`src/rtl/reconfig_if.sv`:
```
// Bus between the reconfiguration controller and its UART / datapath / trace-buffer
// neighbours. master = controller side, slave = environment side.
interface reconfig_if #(
    parameter int CFG_DATA_W = 16,
    parameter int TB_W       = 32,
    parameter int TB_ADDR_W  = 4
);
    logic [7:0]            rx_data;
    logic                  new_rx_data;
    logic [7:0]            tx_data;
    logic                  new_tx_data;
    logic                  tx_busy;
    logic                  tracing;
    logic [7:0]            configId;
    logic [CFG_DATA_W-1:0] configData;
    logic                  config_valid;
    logic                  tb_rd_en;
    logic [TB_ADDR_W-1:0]  tb_rd_addr;
    logic [TB_W-1:0]       tb_rd_data;

    modport master (
        input  rx_data, new_rx_data, tx_busy, tb_rd_data,
        output tx_data, new_tx_data, tracing, configId, configData, config_valid,
               tb_rd_en, tb_rd_addr
    );

    modport slave (
        output rx_data, new_rx_data, tx_busy, tb_rd_data,
        input  tx_data, new_tx_data, tracing, configId, configData, config_valid,
               tb_rd_en, tb_rd_addr
    );
endinterface

```
`src/rtl/reconfig_controller.sv`:
```
// UART command decoder: CONFIG / START / STOP / DUMP of the trace buffer.
// Define RECONFIG_ACK_EN to echo the opcode byte after CONFIG, START and STOP.
module reconfig_controller #(
    parameter int CFG_DATA_W = 16,
    parameter int TB_W       = 32,
    parameter int TB_ADDR_W  = 4
) (
    input  logic        clk,
    input  logic        reset,
    reconfig_if.master  bus
);
    localparam logic [7:0] OP_CONFIG = 8'h01;
    localparam logic [7:0] OP_START  = 8'h02;
    localparam logic [7:0] OP_STOP   = 8'h03;
    localparam logic [7:0] OP_DUMP   = 8'h04;
    localparam logic [7:0] CFG_LAST  = 8'(CFG_DATA_W / 8 - 1);
    localparam logic [7:0] TB_LAST   = 8'(TB_W / 8 - 1);

    typedef enum logic [2:0] {
        IDLE, GET_ID, GET_DATA, DUMP_RD, DUMP_LATCH, DUMP_TX
`ifdef RECONFIG_ACK_EN
        , ACK
`endif
    } state_t;

    state_t                state_q, state_d;
    logic                  tracing_q, tracing_d;
    logic [7:0]            cfg_id_q, cfg_id_d;
    logic [CFG_DATA_W-1:0] cfg_data_q, cfg_data_d;
    logic                  cfg_valid_q, cfg_valid_d;
    logic [CFG_DATA_W-1:0] cfg_shift_q, cfg_shift_d;
    logic [7:0]            id_q, id_d;
    logic [7:0]            tx_data_q, tx_data_d;
    logic                  new_tx_q, new_tx_d;
    logic                  rd_en_q, rd_en_d;
    logic [TB_ADDR_W-1:0]  rd_addr_q, rd_addr_d;
    logic [TB_W-1:0]       word_q, word_d;
    logic [7:0]            byte_cnt_q, byte_cnt_d;
`ifdef RECONFIG_ACK_EN
    logic [7:0]            op_q, op_d;
`endif

    // A byte may only be launched if the UART is idle and no strobe is in flight.
    logic tx_ready;
    assign tx_ready = !bus.tx_busy && !new_tx_q;

    always_comb begin
        state_d     = state_q;
        tracing_d   = tracing_q;
        cfg_id_d    = cfg_id_q;
        cfg_data_d  = cfg_data_q;
        cfg_valid_d = 1'b0;
        cfg_shift_d = cfg_shift_q;
        id_d        = id_q;
        tx_data_d   = tx_data_q;
        new_tx_d    = 1'b0;
        rd_en_d     = 1'b0;
        rd_addr_d   = rd_addr_q;
        word_d      = word_q;
        byte_cnt_d  = byte_cnt_q;
`ifdef RECONFIG_ACK_EN
        op_d        = op_q;
`endif
        case (state_q)
            IDLE: begin
                if (bus.new_rx_data) begin
                    case (bus.rx_data)
                        OP_CONFIG: state_d = GET_ID;
                        OP_START: begin
                            tracing_d = 1'b1;
`ifdef RECONFIG_ACK_EN
                            op_d    = OP_START;
                            state_d = ACK;
`endif
                        end
                        OP_STOP: begin
                            tracing_d = 1'b0;
`ifdef RECONFIG_ACK_EN
                            op_d    = OP_STOP;
                            state_d = ACK;
`endif
                        end
                        OP_DUMP: begin
                            tracing_d = 1'b0;
                            rd_addr_d = '0;
                            rd_en_d   = 1'b1;
                            state_d   = DUMP_RD;
                        end
                        default: ;
                    endcase
                end
            end
            GET_ID: begin
                if (bus.new_rx_data) begin
                    id_d       = bus.rx_data;
                    byte_cnt_d = '0;
                    state_d    = GET_DATA;
                end
            end
            GET_DATA: begin
                if (bus.new_rx_data) begin
                    cfg_shift_d = (cfg_shift_q << 8) | CFG_DATA_W'(bus.rx_data);
                    if (byte_cnt_q == CFG_LAST) begin
                        cfg_id_d    = id_q;
                        cfg_data_d  = cfg_shift_d;
                        cfg_valid_d = 1'b1;
                        byte_cnt_d  = '0;
`ifdef RECONFIG_ACK_EN
                        op_d    = OP_CONFIG;
                        state_d = ACK;
`else
                        state_d = IDLE;
`endif
                    end else begin
                        byte_cnt_d = byte_cnt_q + 8'd1;
                    end
                end
            end
            DUMP_RD: state_d = DUMP_LATCH;
            DUMP_LATCH: begin
                word_d     = bus.tb_rd_data;
                byte_cnt_d = '0;
                state_d    = DUMP_TX;
            end
            DUMP_TX: begin
                if (tx_ready) begin
                    tx_data_d = word_q[TB_W-1 -: 8];
                    new_tx_d  = 1'b1;
                    word_d    = word_q << 8;
                    if (byte_cnt_q == TB_LAST) begin
                        byte_cnt_d = '0;
                        // Stop at the last address instead of letting the counter wrap.
                        if (&rd_addr_q) begin
                            state_d = IDLE;
                        end else begin
                            rd_addr_d = rd_addr_q + TB_ADDR_W'(1);
                            rd_en_d   = 1'b1;
                            state_d   = DUMP_RD;
                        end
                    end else begin
                        byte_cnt_d = byte_cnt_q + 8'd1;
                    end
                end
            end
`ifdef RECONFIG_ACK_EN
            ACK: begin
                if (tx_ready) begin
                    tx_data_d = op_q;
                    new_tx_d  = 1'b1;
                    state_d   = IDLE;
                end
            end
`endif
            default: state_d = IDLE;
        endcase
    end

    always_ff @(posedge clk or posedge reset) begin
        if (reset) begin
            state_q     <= IDLE;
            tracing_q   <= 1'b0;
            cfg_id_q    <= '0;
            cfg_data_q  <= '0;
            cfg_valid_q <= 1'b0;
            cfg_shift_q <= '0;
            id_q        <= '0;
            tx_data_q   <= '0;
            new_tx_q    <= 1'b0;
            rd_en_q     <= 1'b0;
            rd_addr_q   <= '0;
            word_q      <= '0;
            byte_cnt_q  <= '0;
`ifdef RECONFIG_ACK_EN
            op_q        <= '0;
`endif
        end else begin
            state_q     <= state_d;
            tracing_q   <= tracing_d;
            cfg_id_q    <= cfg_id_d;
            cfg_data_q  <= cfg_data_d;
            cfg_valid_q <= cfg_valid_d;
            cfg_shift_q <= cfg_shift_d;
            id_q        <= id_d;
            tx_data_q   <= tx_data_d;
            new_tx_q    <= new_tx_d;
            rd_en_q     <= rd_en_d;
            rd_addr_q   <= rd_addr_d;
            word_q      <= word_d;
            byte_cnt_q  <= byte_cnt_d;
`ifdef RECONFIG_ACK_EN
            op_q        <= op_d;
`endif
        end
    end

    assign bus.tracing      = tracing_q;
    assign bus.configId     = cfg_id_q;
    assign bus.configData   = cfg_data_q;
    assign bus.config_valid = cfg_valid_q;
    assign bus.tx_data      = tx_data_q;
    assign bus.new_tx_data  = new_tx_q;
    assign bus.tb_rd_en     = rd_en_q;
    assign bus.tb_rd_addr   = rd_addr_q;
endmodule

```
`src/flat_wrapper.sv`:
```
// flat-port wrapper written by rule: the top's interface ports become plain ports
module reconfig_controller_flat 
#(
    parameter int CFG_DATA_W = 16,
    parameter int TB_W       = 32,
    parameter int TB_ADDR_W  = 4
)
  (clk, reset, bus_rx_data, bus_new_rx_data, bus_tx_busy, bus_tb_rd_data, bus_tx_data, bus_new_tx_data, bus_tracing, bus_configId, bus_configData, bus_config_valid, bus_tb_rd_en, bus_tb_rd_addr);
  reconfig_if #(.CFG_DATA_W(CFG_DATA_W), .TB_W(TB_W), .TB_ADDR_W(TB_ADDR_W)) bus_i ();
  input  logic clk;
  input  logic reset;
  input wire logic [$bits(bus_i.rx_data)-1:0] bus_rx_data;
  input wire logic [$bits(bus_i.new_rx_data)-1:0] bus_new_rx_data;
  input wire logic [$bits(bus_i.tx_busy)-1:0] bus_tx_busy;
  input wire logic [$bits(bus_i.tb_rd_data)-1:0] bus_tb_rd_data;
  output wire logic [$bits(bus_i.tx_data)-1:0] bus_tx_data;
  output wire logic [$bits(bus_i.new_tx_data)-1:0] bus_new_tx_data;
  output wire logic [$bits(bus_i.tracing)-1:0] bus_tracing;
  output wire logic [$bits(bus_i.configId)-1:0] bus_configId;
  output wire logic [$bits(bus_i.configData)-1:0] bus_configData;
  output wire logic [$bits(bus_i.config_valid)-1:0] bus_config_valid;
  output wire logic [$bits(bus_i.tb_rd_en)-1:0] bus_tb_rd_en;
  output wire logic [$bits(bus_i.tb_rd_addr)-1:0] bus_tb_rd_addr;
  assign bus_i.rx_data = bus_rx_data;
  assign bus_i.new_rx_data = bus_new_rx_data;
  assign bus_i.tx_busy = bus_tx_busy;
  assign bus_i.tb_rd_data = bus_tb_rd_data;
  assign bus_tx_data = bus_i.tx_data;
  assign bus_new_tx_data = bus_i.new_tx_data;
  assign bus_tracing = bus_i.tracing;
  assign bus_configId = bus_i.configId;
  assign bus_configData = bus_i.configData;
  assign bus_config_valid = bus_i.config_valid;
  assign bus_tb_rd_en = bus_i.tb_rd_en;
  assign bus_tb_rd_addr = bus_i.tb_rd_addr;
  reconfig_controller #(.CFG_DATA_W(CFG_DATA_W), .TB_W(TB_W), .TB_ADDR_W(TB_ADDR_W)) u_core (.clk(clk), .reset(reset), .bus(bus_i));
endmodule
```
`config.mk`:
```
export PLATFORM = sky130hd
export DESIGN_NAME = reconfig_controller_flat
export DESIGN_NICKNAME = d
export VERILOG_FILES = /design/src/rtl/reconfig_if.sv /design/src/rtl/reconfig_controller.sv /design/src/flat_wrapper.sv
export SDC_FILE = /design/constraint.sdc
export NUM_CORES = 1
export LEC_CHECK = 0
export CORE_UTILIZATION = 45
export CTS_CLUSTER_SIZE = 16
export DETAILED_ROUTE_END_ITERATION = 6
export DONT_BUFFER_PORTS = 1
export PLACE_DENSITY = 0.62
export SKIP_CTS_REPAIR_TIMING = 1
export SYNTH_ARGS = -nofsm -noshare
export SYNTH_HDL_FRONTEND = slang
export SYNTH_SLANG_ARGS = --single-unit
```
`constraint.sdc`:
```
create_clock -name clk -period 6.3 [get_ports clk]
set_clock_uncertainty 0.05 [all_clocks]
set_input_delay 1.575 -clock clk [delete_from_list [all_inputs] [get_ports clk]]
set_output_delay 1.575 -clock clk [all_outputs]
set_load 0.05 [all_outputs]
```
# Word-level counts from Yosys, hierarchy flattened
# Cells that the tools add are included.
dict set report totals {
  elab_cells 90
  register_bits 99
  out_inout_bits 40
}
dict set report op_classes {
  n_eq_ne 20
  reduce_logical 19
  n_addsub 2
  bitwise_logic 1
  n_mux 35
}
# cell n
set op_table {}
lappend op_table {{32-bit case mux with 2 select lines} 1}
lappend op_table {{8-bit 2-to-1 mux} 5}
lappend op_table {{32-bit 2-to-1 mux} 1}
lappend op_table {{8-bit case mux with 4 select lines} 1}
lappend op_table {{8-bit by 2-bit equality test with 1-bit output, second input constant} 3}
lappend op_table {{4-bit 2-to-1 mux} 5}
lappend op_table {{3-bit 2-to-1 mux} 6}
lappend op_table {{3-bit case mux with 6 select lines} 1}
lappend op_table {{8-bit by 1-bit equality test with 1-bit output, second input constant} 2}
lappend op_table {{16-bit by 8-bit bitwise OR with 16-bit output} 1}
lappend op_table {{1-bit 2-to-1 mux} 10}
lappend op_table {{2-bit inequality test, second input constant} 5}
lappend op_table {{8-bit by 1-bit adder with 8-bit output, second input constant} 1}
lappend op_table {{8-bit by 3-bit equality test with 1-bit output, second input constant} 1}
lappend op_table {{4-bit case mux with 2 select lines} 1}
lappend op_table {{2-bit AND reduction} 4}
lappend op_table {{4-bit AND reduction} 2}
lappend op_table {{7-bit AND reduction} 1}
lappend op_table {{3-bit by 2-bit equality test with 1-bit output, second input constant} 2}
lappend op_table {{3-bit equality test, second input constant} 2}
lappend op_table {{2-bit by 1-bit inequality test with 1-bit output, second input constant} 3}
lappend op_table {{3-bit case mux with 2 select lines} 1}
lappend op_table {{3-bit AND reduction} 2}
lappend op_table {{6-bit AND reduction} 1}
lappend op_table {{11 further kinds} 15}

# Depth between registers and ports, before layout
# Gate-level depths: netlist (run 1).
dict set report logic_depth {
  ltp_word 5
  ltp_mapped 6
  mapped_depth_nobuf 5
}

# Worst setup path after synthesis (run 1)
# OpenSTA, ideal clock, no wires.
dict set report synth_path {
  path_kind {input to register}
  from {input port bus_new_rx_data}
  to {register u_core.byte_cnt_q[6]}
  stages 5
  t_required_ps 6115
  setup_slack_ps 3492
  path_buffers 1
  setup_ps 135
  arrival_time_ps 2623
  cell_sequence {and4bb_1 > buf_6 > or4_4 > o21ai_1 > o211ai_1}
}
dict set report synth_between {
  elab_chain_cells 2
  word_cells_on_any_way 3
  classes_between {eq/ne: 2; reduce/logical: 1}
}
# element line
set synth_rtl {}
lappend synth_rtl {{from (decl)} flat_wrapper.sv:13} ;# input wire logic [$bits(bus_i.new_rx_data)-1:0] bus_new_rx_data;
lappend synth_rtl {{2-bit inequality test (no line)} -}
lappend synth_rtl {{4-bit AND reduction (no line) (*)} -}
lappend synth_rtl {{to (signal assigned)} reconfig_controller.sv:189} ;# byte_cnt_q <= byte_cnt_d;
lappend synth_rtl {{to (decl)} reconfig_controller.sv:38} ;# logic [7:0] byte_cnt_q, byte_cnt_d;
# Mark *: on every way between the ends. The rest lies on a longest branch, timed or not.
# A chain may end at the register's enable or synchronous reset.

# Worst setup path after layout (run 1)
dict set report layout_path {
  from {input port bus_new_rx_data}
  to {register u_core.cfg_id_q[0] (netlist: u_core.bus.configId[0])}
}
dict set report layout_between {
  elab_chain_cells 1
}
# element line
set layout_rtl {}
lappend layout_rtl {{3-bit AND reduction (no line)} -}
lappend layout_rtl {{to (signal assigned)} reconfig_controller.sv:179} ;# cfg_id_q <= cfg_id_d;
lappend layout_rtl {{to (decl)} reconfig_controller.sv:28} ;# logic [7:0] cfg_id_q, cfg_id_d;
# No other way between the ends.

==> flow_summary.html, run 1 <==
<table>
<tr><th>Metric</th><th>Value</th></tr>
<tr><th colspan="2">Place</th></tr>
<tr><td>Quantity of I/O buffers inserted on ports</td><td>0</td></tr>
<tr><td>HPWL after detailed placement</td><td>6370 um</td></tr>
<tr><td>Last weighted congestion value of the routability-driven placer</td><td>0.798</td></tr>
<tr><td>Dpl cells</td><td>530</td></tr>
<tr><th colspan="2">Die</th></tr>
<tr><td>Placement row count</td><td>36</td></tr>
<tr><td>DIE AREA</td><td>0.0108 sq mm</td></tr>
<tr><td>Standard cell core area</td><td>0.00991 sq mm</td></tr>
<tr><td>Initial core utilization</td><td>47.0%</td></tr>
<tr><td>Boundary pin count</td><td>84</td></tr>
<tr><td>Die outline width</td><td>104 um</td></tr>
<tr><td>Vertical extent of the die</td><td>104 um</td></tr>
<tr><th colspan="2">Critical path</th></tr>
<tr><td>Kind of cell with the highest combined delay on the critical path</td><td>simple AND/OR/NAND/NOR gates</td></tr>
<tr><td>Worst stage delay on the critical path</td><td>0.51 ns</td></tr>
<tr><td>Type of the worst setup path</td><td>in -&gt; reg</td></tr>
<tr><td>Endpoint type of the worst setup path</td><td>flip-flop</td></tr>
<tr><td>Arrival time reported for the critical path endpoint</td><td>3.01 ns</td></tr>
<tr><td>CP required</td><td>6.51 ns</td></tr>
<tr><td>Maximum fanout along the worst path</td><td>26</td></tr>
<tr><td>Max stage delay cell, worst path</td><td>sky130_fd_sc_hd__nand4_4</td></tr>
<tr><td>Worst Setup Start Kind</td><td>input pin</td></tr>
<tr><td>Flop2flop setup slack</td><td>3.70 ns</td></tr>
<tr><td>Number of buffers and inverters on the critical path</td><td>0</td></tr>
<tr><td>Crit-path cells</td><td>and4bb_1 &gt; nand4_4 &gt; mux2_1</td></tr>
<tr><th colspan="2">Synth</th></tr>
<tr><td>Post-synthesis average cell area</td><td>11.3 sq um</td></tr>
<tr><td>Most used flip-flop cell after synthesis</td><td>sky130_fd_sc_hd__dfrtp_1</td></tr>
<tr><td>Yosys reg bits</td><td>99</td></tr>
<tr><td>Cell taking the most area after synthesis</td><td>sky130_fd_sc_hd__dfrtp_1</td></tr>
<tr><td>Total nets after synthesis</td><td>460</td></tr>
<tr><td>Instance count of the mapped netlist</td><td>413</td></tr>
<tr><td>Proportion of register bits with asynchronous set or reset after synthesis</td><td>100%</td></tr>
<tr><td>Synth top cells by count</td><td>sky130_fd_sc_hd__dfrtp_1, sky130_fd_sc_hd__nand2_1, sky130_fd_sc_hd__o21ai_0</td></tr>
<tr><td>Synthesis warning total</td><td>0</td></tr>
<tr><td>Synth unique cells</td><td>60</td></tr>
<tr><td>Library cell with the highest instance count after synthesis</td><td>sky130_fd_sc_hd__dfrtp_1</td></tr>
<tr><td>Area contributors post-synth</td><td>sky130_fd_sc_hd__dfrtp_1, sky130_fd_sc_hd__nand2_1, sky130_fd_sc_hd__mux2i_1</td></tr>
<tr><td>Proportion of netlist area held by the largest area contributor</td><td>53.2%</td></tr>
<tr><td>Post-synth EDFFs</td><td>0</td></tr>
<tr><td>Sequential element share of the synthesized area</td><td>53.2%</td></tr>
<tr><td>Netlist area before placement</td><td>0.00466 sq mm</td></tr>
<tr><th colspan="2">Route</th></tr>
<tr><td>DRC violations left</td><td>0</td></tr>
<tr><td>Final routed wire length divided by cell count</td><td>16.7 um</td></tr>
<tr><td>Vias</td><td>2989</td></tr>
<tr><td>DRT Pass-1 Iters</td><td>4</td></tr>
<tr><td>Total Wirelength</td><td>9120 um</td></tr>
<tr><td>Post-detailed-route count of antenna-violating nets</td><td>0</td></tr>
<tr><td>Vias per Instance</td><td>5.47</td></tr>
<tr><td>Number of DRC markers after the initial detailed-route iteration</td><td>127</td></tr>
<tr><th colspan="2">STA</th></tr>
<tr><td>Highest Clock Rate</td><td>356 MHz</td></tr>
<tr><td>Max Transition Viols Final</td><td>0</td></tr>
<tr><td>Setup TNS</td><td>0 ns</td></tr>
<tr><td>Unrepaired setup endpoints after global routing</td><td>false</td></tr>
<tr><td>Hold_ws</td><td>0.429 ns</td></tr>
<tr><td>Final min period</td><td>2.81 ns</td></tr>
<tr><td>Slew at the pin with the worst max-slew slack</td><td>0.939 ns</td></tr>
<tr><td>Relative slew slack</td><td>37.4%</td></tr>
<tr><td>Final worst path period share</td><td>44.5%</td></tr>
<tr><td>Hold Violations, Final</td><td>0</td></tr>
<tr><td>Total setup violations reported at the end of the flow</td><td>0</td></tr>
<tr><th colspan="2">Clock tree</th></tr>
<tr><td>Clock root buffer</td><td>sky130_fd_sc_hd__clkbuf_8</td></tr>
<tr><td>Worst-skew pair later-pin latency</td><td>0.37 ns</td></tr>
<tr><td>Maximum level of the CTS H-tree</td><td>3</td></tr>
<tr><td>Total clock sinks</td><td>99</td></tr>
<tr><td>Deepest clock path buffer count</td><td>2</td></tr>
<tr><td>Clock buffer count from CTS</td><td>9</td></tr>
<tr><td>Clock-pin slew on the worst setup and hold paths</td><td>0.10 ns</td></tr>
<tr><td>TritonCTS clock tree</td><td>done</td></tr>
<tr><th colspan="2">Layout</th></tr>
<tr><td>Count of non-filler cells in the finished layout</td><td>546</td></tr>
<tr><td>Nets</td><td>455</td></tr>
<tr><td>Post-synthesis to final-layout area growth</td><td>5.64%</td></tr>
<tr><td>Filler Cell Count</td><td>917</td></tr>
<tr><td>Share of post-route cells with drive strength above 1</td><td>13.8%</td></tr>
<tr><td>Number of antenna cells inserted</td><td>0</td></tr>
<tr><th colspan="2">Global routing</th></tr>
<tr><td>Global routing usage summed across all routing layers</td><td>18.3%</td></tr>
<tr><td>Pin count of the biggest net entering global routing</td><td>77</td></tr>
<tr><td>First-pass GRT wire length</td><td>15600 um</td></tr>
<tr><td>Number of global-route vias before repair</td><td>3007</td></tr>
<tr><td>Global-route congestion overflow total</td><td>0</td></tr>
<tr><td>Initial antenna violation count</td><td>0</td></tr>
<tr><th colspan="2">Power and ir drop</th></tr>
<tr><td>Static Leakage</td><td>2.48 nW</td></tr>
<tr><td>Sw power</td><td>0.000528 W</td></tr>
<tr><td>Internal Dissipation</td><td>0.00111 W</td></tr>
<tr><td>Relative contribution of the clock network to total power</td><td>25.2%</td></tr>
<tr><td>Worst vdd rail ir drop</td><td>119 uV</td></tr>
<tr><td>Logic gate share of total power</td><td>19.5%</td></tr>
<tr><td>Sw Share</td><td>32.3%</td></tr>
<tr><td>Power density of the placed cells</td><td>333 mW/mm^2</td></tr>
<tr><td>Flop pwr share</td><td>55.4%</td></tr>
<tr><th colspan="2">Job</th></tr>
<tr><td>Count of max-cap constraint violations</td><td>0</td></tr>
<tr><th colspan="2">Worst hold path</th></tr>
<tr><td>Classification of the worst-slack hold path</td><td>reg -&gt; reg</td></tr>
<tr><th colspan="2">Run status</th></tr>
<tr><td>Result of the run</td><td>complete, no violations</td></tr>
</table>
worst paths after layout:
path / startpoint / endpoint / cells after the start
hold reg to reg: u_core.id_q[4] / u_core.id_q[4] / 2
max in group asynchronous: reset / u_core.bus.tracing / 2
hold / removal: u_core.id_q[4] / u_core.id_q[4] / 2
setup / recovery: bus_new_rx_data / u_core.bus.configId[0] / 3
min in group asynchronous: reset / u_core.bus.tx_data[6] / 1
setup reg to reg: u_core.state_q[0] / u_core.bus.tx_data[2] / 3
worst reg2reg max path, stage by stage, from the launching register on:
cell	delay, ns
sky130_fd_sc_hd__dfrtp_1	0.63
sky130_fd_sc_hd__nand3b_4	0.58
sky130_fd_sc_hd__nor3_4	0.82
sky130_fd_sc_hd__mux2_1	0.40
stage by stage:
step                area [sq um]  power (W)  util [%]  setup slack [ns]
floorplan                   4660    0.00117         -              2.08
global placement            4720    0.00123      47.6              3.11
CTS                         4920    0.00166      49.6              3.49
global route                4920    0.00176      49.6              3.34
detailed placement          4720    0.00124      47.6              3.08
finish                      4920    0.00164      49.6              3.49
power by group through the flow:
stage / registers (W) / logic (W) / clock network [W]
after global routing: 0.000933 / 0.000373 / 0.000454
final: 0.000907 / 0.000319 / 0.000412
after CTS: 0.000909 / 0.000322 / 0.000426
after detailed placement: 0.000923 / 0.000321 / 0
after floorplan: 0.000881 / 0.000284 / 0
after global placement: 0.000917 / 0.000311 / 0
registers in the layout, indices dropped and copies added, names as in the netlist, 3 cells and up:
| name | cells |
|---|---|
| u_core.bus.configData | 16 |
| u_core.bus.configId | 8 |
| u_core.bus.tb_rd_addr | 4 |
| u_core.bus.tx_data | 8 |
| u_core.byte_cnt_q | 8 |
| u_core.cfg_shift_q | 8 |
| u_core.id_q | 8 |
| u_core.state_q | 3 |
| u_core.word_q | 32 |
kinds of logic after synthesis:
logic type                 share of synthesized area [%]
xor gates and xnor gates                           0.564
AOI/OAI and AO/OA                                   9.89
and+or+nand+nor                                     17.4
buffers and inverters                               3.63
DFF                                                 53.2
adders and majority gates                          0.806
muxes                                               14.5
layer usage:
metal	global-route usage, %	vias up	part of all wire [%]
li1	-	1441	-
met3	5.92	15	5.7
met2	26.9	69	45
met5	0	-	0
met4	7.45	0	2.0
met1	25.0	1464	48
cells in the final DEF (no fill, tap or decap), types with 3 or more instances in the layout:
master / instances
sky130_fd_sc_hd__dfrtp_1: 99
sky130_fd_sc_hd__nand2_1: 96
sky130_fd_sc_hd__o21ai_0: 38
sky130_fd_sc_hd__mux2i_1: 25
sky130_fd_sc_hd__mux2_1: 15
sky130_fd_sc_hd__mux2_4: 11
sky130_fd_sc_hd__clkbuf_8: 9
sky130_fd_sc_hd__o211ai_1: 8
sky130_fd_sc_hd__inv_1: 8
sky130_fd_sc_hd__nand3_1: 7
sky130_fd_sc_hd__mux2_2: 6
sky130_fd_sc_hd__nor2_1: 5
sky130_fd_sc_hd__o21ai_1: 5
sky130_fd_sc_hd__a21oi_1: 5
sky130_fd_sc_hd__and3_1: 4
sky130_fd_sc_hd__nor2b_1: 4
sky130_fd_sc_hd__o31ai_1: 3
sky130_fd_sc_hd__ha_1: 3
sky130_fd_sc_hd__buf_4: 3
area by class of cell:
cell class	count	area, sq um	area share, %
Clock buffer	10	128	2.59
Timing Repair Buffer	3	22.5	0.458
Inverter	10	40.0	0.814
Sequential cell	99	2480	50.4
Clock inverter	6	72.6	1.48
Multi-Input combinational cell	285	2010	40.9
Tap cell	133	166	3.38
No activity file was read; power rests on OpenSTA's default activity.
==> run 2, diff against run 1 <==
--- a/config.mk
+++ b/config.mk
@@ -9,7 +9,7 @@
 export CTS_CLUSTER_SIZE = 16
 export DETAILED_ROUTE_END_ITERATION = 6
 export DONT_BUFFER_PORTS = 1
-export PLACE_DENSITY = 0.62
+export PLACE_DENSITY = 0.64
 export SKIP_CTS_REPAIR_TIMING = 1
 export SYNTH_ARGS = -nofsm -noshare
 export SYNTH_HDL_FRONTEND = slang
==> constraint.sdc (replaced) <==
create_clock -name clk -period 2.49 [get_ports clk]
set_clock_uncertainty 0.05 [all_clocks]
set_input_delay 0.6225 -clock clk [delete_from_list [all_inputs] [get_ports clk]]
set_output_delay 0.6225 -clock clk [all_outputs]
set_load 0.05 [all_outputs]
==> run 2 against run 1 <==
Effect of this change: final cell count up 2.2%; total power rose to 2.6 times the previous value; die area unchanged; largest cell class unchanged; sequential cell count unchanged; first-iteration DRC count up 47%; via count up 0.33%; combinational power rose to 2.7 times the previous value; clock power rose to 2.6 times the previous value; worst setup slack worse by 3.2 ns; sequential share of layout area down 1.1 points; wire length up 0.70%; worst hold slack worse by 0.20 ns.
==> flow_summary.html, run 2 (synthesis results as in run 1) <==
<table>
<tr><th>Metric</th><th>Value</th></tr>
<tr><th colspan="2">Die</th></tr>
<tr><td>Vertical extent of the die</td><td>104 um</td></tr>
<tr><td>Initial core utilization</td><td>47.0%</td></tr>
<tr><td>Placement row count</td><td>36</td></tr>
<tr><td>Standard cell core area</td><td>0.00991 sq mm</td></tr>
<tr><td>Boundary pin count</td><td>84</td></tr>
<tr><td>Die outline width</td><td>104 um</td></tr>
<tr><td>DIE AREA</td><td>0.0108 sq mm</td></tr>
<tr><th colspan="2">Global routing</th></tr>
<tr><td>Initial antenna violation count</td><td>0</td></tr>
<tr><td>Pin count of the biggest net entering global routing</td><td>100</td></tr>
<tr><td>First-pass GRT wire length</td><td>15900 um</td></tr>
<tr><td>Number of global-route vias before repair</td><td>3025</td></tr>
<tr><td>Global routing usage summed across all routing layers</td><td>18.5%</td></tr>
<tr><td>Global-route congestion overflow total</td><td>0</td></tr>
<tr><th colspan="2">Critical path</th></tr>
<tr><td>Capture instance of the worst register-to-register path</td><td>u_core.byte_cnt_q[7]</td></tr>
<tr><td>CP required</td><td>2.73 ns</td></tr>
<tr><td>Endpoint type of the worst setup path</td><td>flip-flop</td></tr>
<tr><td>Startpoint of the worst-slack reg-to-reg timing path</td><td>u_core.state_q[2]</td></tr>
<tr><td>Worst Setup Start Kind</td><td>flip-flop</td></tr>
<tr><td>Max stage delay cell, worst path</td><td>sky130_fd_sc_hd__dfrtp_1</td></tr>
<tr><td>Type of the worst setup path</td><td>reg -&gt; reg</td></tr>
<tr><td>Arrival time reported for the critical path endpoint</td><td>2.39 ns</td></tr>
<tr><td>Number of buffers and inverters on the critical path</td><td>1</td></tr>
<tr><td>Flop2flop setup slack</td><td>0.34 ns</td></tr>
<tr><td>Kind of cell with the highest combined delay on the critical path</td><td>simple AND/OR/NAND/NOR gates</td></tr>
<tr><td>Worst stage delay on the critical path</td><td>0.62 ns</td></tr>
<tr><td>Crit-path cells</td><td>nor4b_2 &gt; nor4_1 &gt; buf_4 &gt; or4_1 &gt; a22oi_1</td></tr>
<tr><td>Maximum fanout along the worst path</td><td>14</td></tr>
<tr><td>Number of cells on the worst reg-to-reg path</td><td>5</td></tr>
<tr><th colspan="2">Layout</th></tr>
<tr><td>Share of post-route cells with drive strength above 1</td><td>16.5%</td></tr>
<tr><td>Utilization of the core after routing</td><td>50.8%</td></tr>
<tr><td>Commonest non-fill, non-tap cell in the layout</td><td>sky130_fd_sc_hd__dfrtp_1</td></tr>
<tr><td>Largest reg by FF count</td><td>u_core.word_q</td></tr>
<tr><td>Nets</td><td>467</td></tr>
<tr><td>Final non-filler cell area</td><td>0.00503 sq mm</td></tr>
<tr><td>Count of non-filler cells in the finished layout</td><td>558</td></tr>
<tr><td>Number of antenna cells inserted</td><td>0</td></tr>
<tr><td>Number of flip-flops under the largest register name</td><td>32</td></tr>
<tr><td>Commonest cells after routing, fill and taps aside</td><td>sky130_fd_sc_hd__dfrtp_1, sky130_fd_sc_hd__nand2_1, sky130_fd_sc_hd__o21ai_0, sky130_fd_sc_hd__mux2i_1, sky130_fd_sc_hd__mux2_1</td></tr>
<tr><td>Post-synthesis to final-layout area growth</td><td>8.06%</td></tr>
<tr><th colspan="2">Clock tree</th></tr>
<tr><td>Worst-skew pair later-pin latency</td><td>0.37 ns</td></tr>
<tr><td>TritonCTS clock tree</td><td>done</td></tr>
<tr><td>Clock-pin slew on the worst setup and hold paths</td><td>0.10 ns</td></tr>
<tr><td>Clock root buffer</td><td>sky130_fd_sc_hd__clkbuf_8</td></tr>
<tr><td>Total clock sinks</td><td>99</td></tr>
<tr><td>Clock buffer count from CTS</td><td>9</td></tr>
<tr><td>Deepest clock path buffer count</td><td>2</td></tr>
<tr><td>Maximum level of the CTS H-tree</td><td>3</td></tr>
<tr><th colspan="2">Power and ir drop</th></tr>
<tr><td>Worst vdd rail ir drop</td><td>330 uV</td></tr>
<tr><td>Power density of the placed cells</td><td>837 mW/mm^2</td></tr>
<tr><td>Static Leakage</td><td>2.55 nW</td></tr>
<tr><td>Overall power consumption</td><td>0.00421 W</td></tr>
<tr><td>Sw Share</td><td>32.2%</td></tr>
<tr><td>Flop pwr share</td><td>53.8%</td></tr>
<tr><td>Internal Dissipation</td><td>0.00286 W</td></tr>
<tr><td>Relative contribution of the clock network to total power</td><td>25.6%</td></tr>
<tr><td>Sw power</td><td>0.00135 W</td></tr>
<tr><td>Logic gate share of total power</td><td>20.6%</td></tr>
<tr><th colspan="2">Route</th></tr>
<tr><td>Met2 layer wire length in the routed design</td><td>4120 um</td></tr>
<tr><td>Wire length the detailed router placed on met1</td><td>4370 um</td></tr>
<tr><td>Total Wirelength</td><td>9180 um</td></tr>
<tr><td>Final routed wire length divided by cell count</td><td>16.5 um</td></tr>
<tr><td>Number of DRC markers after the initial detailed-route iteration</td><td>187</td></tr>
<tr><td>Highest routed layer</td><td>met4</td></tr>
<tr><td>Post-detailed-route count of antenna-violating nets</td><td>0</td></tr>
<tr><td>Vias per Instance</td><td>5.37</td></tr>
<tr><td>DRT Pass-1 Iters</td><td>4</td></tr>
<tr><td>DRC violations left</td><td>0</td></tr>
<tr><td>Met3 WL</td><td>568 um</td></tr>
<tr><td>Vias</td><td>2999</td></tr>
<tr><th colspan="2">STA</th></tr>
<tr><td>Final worst path period share</td><td>86.4%</td></tr>
<tr><td>Slew at the pin with the worst max-slew slack</td><td>0.583 ns</td></tr>
<tr><td>Hold Violations, Final</td><td>0</td></tr>
<tr><td>Unrepaired setup endpoints after global routing</td><td>false</td></tr>
<tr><td>Final min period</td><td>2.15 ns</td></tr>
<tr><td>Highest Clock Rate</td><td>465 MHz</td></tr>
<tr><td>Setup TNS</td><td>0 ns</td></tr>
<tr><td>Relative slew slack</td><td>61.0%</td></tr>
<tr><td>Max Transition Viols Final</td><td>0</td></tr>
<tr><td>Total setup violations reported at the end of the flow</td><td>0</td></tr>
<tr><th colspan="2">Place</th></tr>
<tr><td>Area after detailed placement</td><td>0.00482 sq mm</td></tr>
<tr><td>HPWL after detailed placement</td><td>6440 um</td></tr>
<tr><td>Dpl cells</td><td>542</td></tr>
<tr><td>Quantity of I/O buffers inserted on ports</td><td>0</td></tr>
<tr><td>Last weighted congestion value of the routability-driven placer</td><td>0.835</td></tr>
<tr><th colspan="2">Job</th></tr>
<tr><td>Count of max-cap constraint violations</td><td>0</td></tr>
<tr><th colspan="2">Worst hold path</th></tr>
<tr><td>Classification of the worst-slack hold path</td><td>in -&gt; async</td></tr>
<tr><th colspan="2">Run status</th></tr>
<tr><td>Result of the run</td><td>complete, no violations</td></tr>
</table>
## run 2: cell types whose count changed in the layout (fill, tap and decap cells not counted)
cell	before	now
sky130_fd_sc_hd__clkinvlp_4	1	3
sky130_fd_sc_hd__buf_4	3	14
sky130_fd_sc_hd__clkinv_4	2	1
sky130_fd_sc_hd__clkbuf_1	1	0
sky130_fd_sc_hd__buf_12	0	1
sky130_fd_sc_hd__clkbuf_8	9	10
sky130_fd_sc_hd__inv_4	1	0
## run 2: worst max-delay path by stage
stage | slack [ns] | endpoint | cells after the start | from
2_1_floorplan | 0.41 | u_core.bus.tb_rd_addr[3] | 5 | u_core.bus.tb_rd_addr[0]
3_3_place_gp | 0.39 | u_core.bus.configId[2] | 3 | u_core.byte_cnt_q[6]
3_5_place_dp | 0.32 | u_core.byte_cnt_q[7] | 5 | u_core.state_q[2]
4_1_cts | 0.32 | u_core.byte_cnt_q[7] | 5 | u_core.state_q[2]
5_1_grt | 0.15 | u_core.byte_cnt_q[7] | 5 | u_core.state_q[2]
6_report | 0.34 | u_core.byte_cnt_q[7] | 5 | u_core.state_q[2]
## run 2: power by group through the flow
stage	sequential, W	combinational [W]	clock (W)
after floorplan	0.00223	0.000720	0
after global placement	0.00228	0.000841	0
after detailed placement	0.00231	0.000876	0
after CTS	0.00227	0.000879	0.00111
after global routing	0.00232	0.00101	0.00118
final	0.00227	0.000867	0.00108
## run 2: metrics by stage
stage,setup slack [ns],hold slack [ns]
6_report,0.339,0.226
5_1_grt,0.153,0.259
4_1_cts,0.323,0.233
3_5_place_dp,0.322,0.409
3_3_place_gp,0.387,0.405
2_1_floorplan,0.407,0.388
## run 2: area by class of cell
type,instances,area [sq um]
clock inverters,6,71.3
flip-flops and latches,99,2480
multi-input cells,285,2010
well taps,133,166
fillers,898,4880
clock buffers,10,138
repair buffers,15,125
inverters,10,41.3
## run 2: worst register-to-register path: cells and delay by family, from the launching register on
| kind | cells | cell delay, ns |
|---|---|---|
| flip-flops | 1 | 0.62 |
| buffers and inverters | 1 | 0.18 |
| AO/OA/AOI/OAI | 1 | 0.19 |
| AND/OR/NAND/NOR | 3 | 1.04 |
## run 2: routing by layer
| layer | vias up | global-route usage, % |
|---|---|---|
| met3 | 9 | 5.85 |
| met5 | - | 0 |
| li1 | 1472 | - |
| met4 | 0 | 6.53 |
| met2 | 62 | 27.1 |
| met1 | 1456 | 25.8 |
==> run 3, diff against run 2 <==
--- a/config.mk
+++ b/config.mk
@@ -5,11 +5,12 @@
 export SDC_FILE = /design/constraint.sdc
 export NUM_CORES = 1
 export LEC_CHECK = 0
-export CORE_UTILIZATION = 45
+export ABC_CLOCK_PERIOD_IN_PS = 2490
+export CORE_UTILIZATION = 52
 export CTS_CLUSTER_SIZE = 16
 export DETAILED_ROUTE_END_ITERATION = 6
 export DONT_BUFFER_PORTS = 1
-export PLACE_DENSITY = 0.64
+export PLACE_DENSITY = 0.72
 export SKIP_CTS_REPAIR_TIMING = 1
 export SYNTH_ARGS = -nofsm -noshare
 export SYNTH_HDL_FRONTEND = slang
==> run 3 against run 2 <==
Effect of this change: via count rose by 0.40%; critical path depth shrank 2; combinational power fell by 3.8%; worst hold slack worse by 0.18 ns; first-iteration DRC count down 11%; clock power down 10%; final area decreased by 1.3%; register-to-register slack got worse by 0.02 ns; critical path type unchanged; critical endpoint is now u_core.bus.configId[5]; highest routed layer unchanged.
==> flow_summary.html, run 3 (synthesis results as in run 1) <==
<table>
<tr><th>Metric</th><th>Value</th></tr>
<tr><th colspan="2">Run status</th></tr>
<tr><td>Result of the run</td><td>complete, no violations</td></tr>
<tr><th colspan="2">Die</th></tr>
<tr><td>Initial core utilization</td><td>53.6%</td></tr>
<tr><td>Boundary pin count</td><td>84</td></tr>
<tr><td>DIE AREA</td><td>0.00934 sq mm</td></tr>
<tr><td>Vertical extent of the die</td><td>96.6 um</td></tr>
<tr><td>Placement row count</td><td>34</td></tr>
<tr><td>Die outline width</td><td>96.6 um</td></tr>
<tr><td>Standard cell core area</td><td>0.00868 sq mm</td></tr>
<tr><th colspan="2">Critical path</th></tr>
<tr><td>Worst Setup Start Kind</td><td>flip-flop</td></tr>
<tr><td>Maximum fanout along the worst path</td><td>26</td></tr>
<tr><td>Max stage delay cell, worst path</td><td>sky130_fd_sc_hd__nand4_4</td></tr>
<tr><td>Crit-path cells</td><td>nor4_4 &gt; nand4_4 &gt; mux2_1</td></tr>
<tr><td>Worst stage delay on the critical path</td><td>0.53 ns</td></tr>
<tr><td>Type of the worst setup path</td><td>reg -&gt; reg</td></tr>
<tr><td>Flop2flop setup slack</td><td>0.32 ns</td></tr>
<tr><td>Arrival time reported for the critical path endpoint</td><td>2.38 ns</td></tr>
<tr><td>Endpoint type of the worst setup path</td><td>flip-flop</td></tr>
<tr><td>CP required</td><td>2.70 ns</td></tr>
<tr><th colspan="2">Power and ir drop</th></tr>
<tr><td>Worst vdd rail ir drop</td><td>427 uV</td></tr>
<tr><td>Overall power consumption</td><td>0.00409 W</td></tr>
<tr><td>Power density of the placed cells</td><td>824 mW/mm^2</td></tr>
<tr><td>Static Leakage</td><td>2.54 nW</td></tr>
<tr><th colspan="2">STA</th></tr>
<tr><td>Setup TNS</td><td>0 ns</td></tr>
<tr><td>Max Transition Viols Final</td><td>0</td></tr>
<tr><td>Relative slew slack</td><td>62.0%</td></tr>
<tr><td>Highest Clock Rate</td><td>462 MHz</td></tr>
<tr><td>Hold Violations, Final</td><td>0</td></tr>
<tr><td>Total setup violations reported at the end of the flow</td><td>0</td></tr>
<tr><td>Unrepaired setup endpoints after global routing</td><td>false</td></tr>
<tr><td>Final min period</td><td>2.17 ns</td></tr>
<tr><td>Final worst path period share</td><td>87.0%</td></tr>
<tr><td>Slew at the pin with the worst max-slew slack</td><td>0.570 ns</td></tr>
<tr><th colspan="2">Route</th></tr>
<tr><td>Final routed wire length divided by cell count</td><td>16.7 um</td></tr>
<tr><td>Number of DRC markers after the initial detailed-route iteration</td><td>166</td></tr>
<tr><td>DRT Pass-1 Iters</td><td>4</td></tr>
<tr><td>Vias per Instance</td><td>5.66</td></tr>
<tr><td>DRC violations left</td><td>0</td></tr>
<tr><td>Total Wirelength</td><td>8900 um</td></tr>
<tr><td>Vias</td><td>3011</td></tr>
<tr><td>Post-detailed-route count of antenna-violating nets</td><td>0</td></tr>
<tr><th colspan="2">Global routing</th></tr>
<tr><td>Pin count of the biggest net entering global routing</td><td>57</td></tr>
<tr><td>Initial antenna violation count</td><td>0</td></tr>
<tr><td>First-pass GRT wire length</td><td>15400 um</td></tr>
<tr><td>Global-route congestion overflow total</td><td>0</td></tr>
<tr><td>Number of global-route vias before repair</td><td>3002</td></tr>
<tr><td>Global routing usage summed across all routing layers</td><td>20.5%</td></tr>
<tr><th colspan="2">Layout</th></tr>
<tr><td>Count of non-filler cells in the finished layout</td><td>532</td></tr>
<tr><td>Number of antenna cells inserted</td><td>0</td></tr>
<tr><td>Post-synthesis to final-layout area growth</td><td>6.69%</td></tr>
<tr><td>Number of flip-flops under the largest register name</td><td>32</td></tr>
<tr><td>Commonest non-fill, non-tap cell in the layout</td><td>sky130_fd_sc_hd__dfrtp_1</td></tr>
<tr><td>Largest reg by FF count</td><td>u_core.word_q</td></tr>
<tr><td>Share of post-route cells with drive strength above 1</td><td>16.0%</td></tr>
<tr><td>Commonest cells after routing, fill and taps aside</td><td>sky130_fd_sc_hd__dfrtp_1, sky130_fd_sc_hd__nand2_1, sky130_fd_sc_hd__o21ai_0, sky130_fd_sc_hd__mux2i_1, sky130_fd_sc_hd__mux2_1</td></tr>
<tr><td>Nets</td><td>466</td></tr>
<tr><th colspan="2">Clock tree</th></tr>
<tr><td>Deepest clock path buffer count</td><td>2</td></tr>
<tr><td>Worst-skew pair later-pin latency</td><td>0.37 ns</td></tr>
<tr><td>Total clock sinks</td><td>99</td></tr>
<tr><td>TritonCTS clock tree</td><td>done</td></tr>
<tr><td>Clock root buffer</td><td>sky130_fd_sc_hd__clkbuf_8</td></tr>
<tr><td>Maximum level of the CTS H-tree</td><td>3</td></tr>
<tr><td>Clock-pin slew on the worst setup and hold paths</td><td>0.10 ns</td></tr>
<tr><td>Clock buffer count from CTS</td><td>9</td></tr>
<tr><th colspan="2">Worst hold path</th></tr>
<tr><td>Classification of the worst-slack hold path</td><td>in -&gt; async</td></tr>
<tr><th colspan="2">Place</th></tr>
<tr><td>Dpl cells</td><td>516</td></tr>
<tr><td>HPWL after detailed placement</td><td>6380 um</td></tr>
<tr><td>Quantity of I/O buffers inserted on ports</td><td>0</td></tr>
<tr><td>Last weighted congestion value of the routability-driven placer</td><td>0.838</td></tr>
<tr><th colspan="2">Job</th></tr>
<tr><td>Count of max-cap constraint violations</td><td>0</td></tr>
</table>
run 3: changes by cell type in the layout (fill, tap and decap cells not counted), sizes merged:
cell and delta:
bufinv -1, clkinv +1, clkinvlp -1, buf -1, inv +1
run 3: worst max-delay path, delay by kind of cell, from the launching register on:
kind	cells	cell delay [ns]
simple gates	2	1.04
flops	1	0.46
mux	1	0.50
run 3: stage by stage:
| stage | hold slack [ns] | worst slack [ns] | utilization [%] | cell area, sq um |
|---|---|---|---|---|
| 6_report | 0.0464 | 0.324 | 57.2 | 4970 |
| 3_5_place_dp | 0.409 | 0.316 | 55.1 | 4780 |
| 2_1_floorplan | 0.388 | 0.407 | - | 4660 |
| 4_1_cts | 0.0400 | 0.308 | 57.2 | 4970 |
| 3_3_place_gp | 0.403 | 0.368 | 55.1 | 4780 |
| 5_1_grt | 0.0554 | 0.123 | 57.2 | 4970 |
run 3: worst paths after layout:
path	startpoint	end	cells after the start
worst max-delay path	u_core.byte_cnt_q[6]	u_core.bus.configId[5]	3
worst min-delay path	reset	u_core.bus.configId[3]	1
worst max register to register	u_core.byte_cnt_q[6]	u_core.bus.configId[5]	3
worst min register to register	u_core.cfg_shift_q[5]	u_core.cfg_shift_q[5]	2
max in group asynchronous	reset	u_core.cfg_shift_q[3]	2
min in group clk	bus_rx_data[4]	u_core.cfg_shift_q[4]	2
run 3: cell type report:
type,count,area [sq um]
clock buffer,10,128
multi-input combinational,285,2010
inverter,10,41.3
tap,108,135
timing repair buffer,14,118
fill,767,3710
clock inverter,6,56.3
sequential,99,2480
run 3: layer usage:
| layer | global-route usage, % | share of wire, % |
|---|---|---|
| met5 | 0 | 0 |
| met2 | 30.2 | 45 |
| met4 | 5.74 | 1.2 |
| met1 | 28.8 | 48 |
| met3 | 7.01 | 5.7 |
run 3: power by group:
part / total, W / leakage, nW / internal, W / switching, W
Sequential: 0.00229 / 1.33 / 0.00199 / 0.000294
Combinational: 0.000834 / 1.11 / 0.000352 / 0.000481
Clock: 0.000972 / 0.0909 / 0.000385 / 0.000587
Total: 0.00409 / 2.54 / 0.00273 / 0.00136
